### src/rtl/pc_gen.sv
// pc_gen: program-counter generator for the miniRV fetch front end.
// Provides a valid/ready fetch request, sequential PC increment by STEP,
// trap/redirect steering, stall, halt/resume and an accepted-fetch counter.
// Optional feature macro: PC_MISALIGN_CHECK_EN. When it is defined, a
// misaligned redirect is steered to trap_vec and misalign_err pulses.
// When it is undefined, the redirect target is aligned down and
// misalign_err stays 0.
//
// Handshake: fetch_valid/fetch_pc form the request; a fetch is accepted in
// any cycle where fetch_valid && fetch_ready. While fetch_valid is high
// without ready, fetch_pc holds. A change of fetch_pc under valid (trap or
// redirect) abandons the pending request and must be treated as a flush.
module pc_gen #(
   parameter int unsigned       XLEN     = 32,
   parameter logic [XLEN-1:0]   RESET_PC = 32'h8000_0000,
   parameter int unsigned       STEP     = 4,
   parameter int unsigned       CNT_W    = 32
) (
   input  logic             clock,
   input  logic             reset_n,
   output logic             fetch_valid,
   input  logic             fetch_ready,
   output logic [XLEN-1:0]  fetch_pc,
   input  logic             stall,
   input  logic             redirect_valid,
   input  logic [XLEN-1:0]  redirect_pc,
   input  logic             trap_valid,
   input  logic [XLEN-1:0]  trap_vec,
   input  logic             halt_req,
   output logic             halted,
   output logic             misalign_err,
   output logic [CNT_W-1:0] fetch_count,
   output logic [1:0]       state_dbg
);

   typedef enum logic [1:0] {
      BOOT   = 2'd0,
      RUN    = 2'd1,
      HALTED = 2'd2
   } state_t;

   // Mask that clears the low log2(STEP) address bits.
   localparam logic [XLEN-1:0] ALIGN_MASK = ~(XLEN'(STEP) - XLEN'(1));

   state_t           state, state_nxt;
   logic [XLEN-1:0]  pc_nxt;
   logic [CNT_W-1:0] count_nxt;
   logic             misalign_nxt;
   logic             accept;
   logic [XLEN-1:0]  trap_tgt;
   logic             redir_misaligned;

   assign fetch_valid      = (state == RUN) && !stall;
   assign accept           = fetch_valid && fetch_ready;
   assign halted           = (state == HALTED);
   assign state_dbg        = state;
   assign trap_tgt         = trap_vec & ALIGN_MASK;
   assign redir_misaligned = |(redirect_pc & ~ALIGN_MASK);

   // Next-state, next-PC and counter selection.
   always_comb begin
      state_nxt    = state;
      pc_nxt       = fetch_pc;
      count_nxt    = fetch_count;
      misalign_nxt = 1'b0;

      // An accepted fetch always counts, even when the PC is steered away.
      if (accept) begin
         count_nxt = fetch_count + CNT_W'(1);
      end

      if (trap_valid) begin
         pc_nxt = trap_tgt;
      end else if (redirect_valid) begin
`ifdef PC_MISALIGN_CHECK_EN
         if (redir_misaligned) begin
            pc_nxt       = trap_tgt;
            misalign_nxt = 1'b1;
         end else begin
            pc_nxt = redirect_pc;
         end
`else
         pc_nxt = redirect_pc & ALIGN_MASK;
`endif
      end else if (accept) begin
         pc_nxt = fetch_pc + XLEN'(STEP);
      end

      case (state)
         BOOT: begin
            // halt_req is deliberately ignored here.
            state_nxt = RUN;
         end
         RUN: begin
            if (halt_req) begin
               state_nxt = HALTED;
            end
         end
         HALTED: begin
            // Only a trap or redirect resumes; a still-high halt_req keeps us here.
            if ((trap_valid || redirect_valid) && !halt_req) begin
               state_nxt = RUN;
            end
         end
         default: begin
            state_nxt = BOOT;
         end
      endcase
   end

   // State, PC, counter and misalign pulse registers.
   always_ff @(posedge clock or negedge reset_n) begin
      if (!reset_n) begin
         state        <= BOOT;
         fetch_pc     <= RESET_PC;
         fetch_count  <= '0;
         misalign_err <= 1'b0;
      end else begin
         state        <= state_nxt;
         fetch_pc     <= pc_nxt;
         fetch_count  <= count_nxt;
         misalign_err <= misalign_nxt;
      end
   end

   // Only referenced when the misalign check is compiled in.
   logic unused_ok;
   assign unused_ok = redir_misaligned;

endmodule

### config.mk
export PLATFORM = sky130hd
export DESIGN_NAME = pc_gen
export DESIGN_NICKNAME = d
export VERILOG_FILES = /design/src/rtl/pc_gen.sv
export SDC_FILE = /design/constraint.sdc
export NUM_CORES = 1
export LEC_CHECK = 0
export BUFFER_PORTS_ARGS = -buffer_cell sky130_fd_sc_hd__clkbuf_2
export CAP_MARGIN = 20
export CORE_ASPECT_RATIO = 0.8
export CORE_MARGIN = 3
export CORE_UTILIZATION = 40
export DETAILED_ROUTE_END_ITERATION = 10
export GPL_TIMING_DRIVEN = 0
export HOLD_SLACK_MARGIN = 0.06
export PLACE_DENSITY = 0.7
export SLEW_MARGIN = 20
export SYNTH_ARGS = -nofsm -noshare
export SYNTH_HDL_FRONTEND = slang
export SYNTH_SLANG_ARGS = --single-unit
### constraint.sdc
create_clock -name clock -period 1.9 [get_ports clock]
set_input_delay 0.095 -clock clock [delete_from_list [all_inputs] [get_ports clock]]
set_output_delay 0.095 -clock clock [all_outputs]
set_load 0.005 [all_outputs]
==> results.ini <==
[drt]
dr.pass1.iters = 5
vias = 3930
drt_iter0_markers = 311
ant_nets = 0
wl_um = 12430
drc = 0
vias_per_cell = 5.655
wl_per_cell_um = 17.88

[global_route]
gr-max-usage-layer = met2
grt_pass1_vias = 3849
antenna_found_initial = 0
use_met1 = 0.3322
track_usage = 0.2404
grt_use_met2 = 0.3606
overflow = 0
grt_max_degree = 41
grt_pass1_wl_um = 19930
use_met3 = 0.05552

[clocking]
cts_made_buffers = 9
clkSlewWorstSetupHoldPaths_ps = 50
cts.sink_count = 64
cts_tree = done
root_buffer = clkbuf_16
clk_path_buf_depth = 2
htree_levels = 3
clock_latency_ps = 320

[logic_synthesis]
ys_seq_area_frac = 0.4264
netlist.area_leader.share = 0.4194
netlist_instances = 404
yosysTopAreaCell = dfrtp_1
post-synth-top-count-cell = dfrtp_1
synth_flop_cell = dfrtp_1
synth_area_leaders = dfrtp_1, xnor2_1, nand2_1, nand4_1, xor2_1
ys_async_sr_fraction = 1.000
syn_area_per_cell_um2 = 9.303
synth-edff-count = 0
yosysWarnings = 0
yosysUniqueCellTypes = 63
synth-seq-cells = 64
netlist_area_mm2 = 0.003759
synthTopCellsByCount = dfrtp_1, nand2_1, nor2_1

[run_status]
status = complete, but fails checks
violations = setup timing

[timing]
relSlewSlack = 0.4847
hold_violations = 0
timing.final.ws_setup_ps = -71.36
finalCritPeriodShare = 1.038
min_period_ps = 1971
setup_tns_ps = -71.36
clock_skew_ps = 5.759
tightestPinTransition_ps = 770.0
setup_violations = 1
hold-worst-slack_ps = 75.44
rsz0062_at_grt = yes
max_freq_mhz = 507.3
maxSlewViolCount = 0

[finish]
final_core_util = 0.5955
nFillCells = 792
seqCellArea_mm2 = 0.001615
areaGrowthSynthToFinish_pct = 39.75
num-nets-final = 653
fin_cells = 695
multi_input_area_mm2 = 0.002131
layout-drive-gt1-share = 0.3431
antenna_cells = 0
design_area_mm2 = 0.005253

[pwr]
p_total_mw = 4.105
ir_drop_mv = 0.4672
p_per_area_mw_per_mm2 = 781.5
p_leak_nw = 2.496

[setup_path]
r2r-start = fetch_pc[2]$_DFFE_PN0P_
cp_max_fo = 7
r2r-end = fetch_pc[30]$_DFFE_PN0P_
worst-endpoint-arrival_ps = 2200
critical_path_class = flip-flop to flip-flop
worstSetupStartpointType = flip-flop
setup.worst_path.end_class = flip-flop
r2r_cells = 6
crit_start = fetch_pc[2]$_DFFE_PN0P_
r2r_slack_ps = -70
cp-endpoint = fetch_pc[30]$_DFFE_PN0P_
cp.required_ps = 2130

[hold_path]
holdCritPathClass = primary input to flip-flop

[placed_design]
hpwl_um = 9077
pre_cts_slack_ps = -308.2
place_inst = 651
portBuffers = 132
postPlaceCellArea_mm2 = 0.004589
gp_routability_congestion = 0.9125

[floorplan]
die_area_mm2 = 0.01060
die_w_um = 114.4
die_h_um = 92.70
ioPinCount = 140
fp.coreArea_mm2 = 0.008821
num_rows = 30
start_util = 0.4261

[run]
maxCapViolations = 0

==> routing by layer <==
layer / up-vias / wire (µm) / share of wire
li1: 1822 / - / -
met1: 1898 / 5610 / 0.45
met2: 181 / 5640 / 0.45
met3: 29 / 881 / 0.071
met4: 0 / 296 / 0.024
met5: - / 0 / 0
==> cell families after synthesis <==
group,after synthesis,synth area share
AOI/OAI and AO/OA,88,0.1518
xor gates and xnor gates,46,0.1072
adders and majority gates,2,0.006657
buffers and inverters,27,0.03395
DFF,64,0.4264
muxes,7,0.01864
other,1,0.0009977
and+or+nand+nor,169,0.2543
==> registers in the layout, indices dropped and copies added, names as in the netlist <==
name,count
fetch_pc,30
state_dbg,2
fetch_count,32
==> layout by cell type, fill, tap and decap left out, types with 10 or more instances in the layout <==
| master | n |
|---|---|
| nor2_1 | 30 |
| nand3_1 | 19 |
| xnor2_1 | 30 |
| xor2_1 | 16 |
| dlygate4sd3_1 | 23 |
| buf_4 | 11 |
| clkbuf_1 | 11 |
| dfrtp_2 | 10 |
| clkbuf_2 | 132 |
| nand4_1 | 23 |
| a21oi_1 | 19 |
| nand2_1 | 44 |
| dfrtp_1 | 53 |
| o21ai_0 | 22 |
==> critical path, stage by stage, from the launching register on <==
cell and delay [ps]:
dfrtp_2 440, ha_4 180, nand3_4 160, nor2_8 200, nand4_4 150, or4_1 550, a31oi_1 210
==> report_power, final <==
group	switching [mW]	leakage [nW]	internal, mW	total (mW)
Clock	0.541	0.126	0.901	1.44
Sequential	0.234	0.799	1.51	1.75
Combinational	0.456	1.57	0.460	0.916
Total	1.23	2.50	2.87	4.10
==> area by class of cell <==
class / count / area share
inverters: 7 / 0.005002
clock inverters: 1 / 0.0009528
clock buffers: 13 / 0.04764
repair buffers: 163 / 0.1839
flip-flops and latches: 64 / 0.3075
plain buffers: 20 / 0.02263
well taps: 112 / 0.02668
multi-input cells: 315 / 0.4057
==> how the worst min path moves through the flow <==
| stage | start | to | slack, ps | cells after the start |
|---|---|---|---|---|
| after detailed placement | reset_n | fetch_pc[5]$_DFFE_PN0P_ | 70 | 1 |
| final | trap_vec[13] | fetch_pc[13]$_DFFE_PN0P_ | 80 | 3 |
| after CTS | trap_vec[10] | fetch_pc[10]$_DFFE_PN0P_ | 60 | 3 |
| after global placement | halt_req | state_dbg[0]$_DFFE_PN0P_ | 320 | 2 |
| after global routing | trap_vec[13] | fetch_pc[13]$_DFFE_PN0P_ | 90 | 3 |
| after floorplan | reset_n | fetch_count[0]$_DFFE_PN0P_ | -200 | 0 |
==> what timing repair did <==
| item | 4_1_cts | 5_1_grt |
|---|---|---|
| pin swaps | 3 | 5 |
| resized for setup | 20 | 15 |
| gates cloned | 0 | 0 |
| endpoints found under the hold margin | 42 | 0 |
| setup buffers | 4 | 3 |
| endpoints found under the setup margin | 32 | 26 |
| hold buffers | 23 | 0 |
No activity file was read; power rests on OpenSTA's default activity.
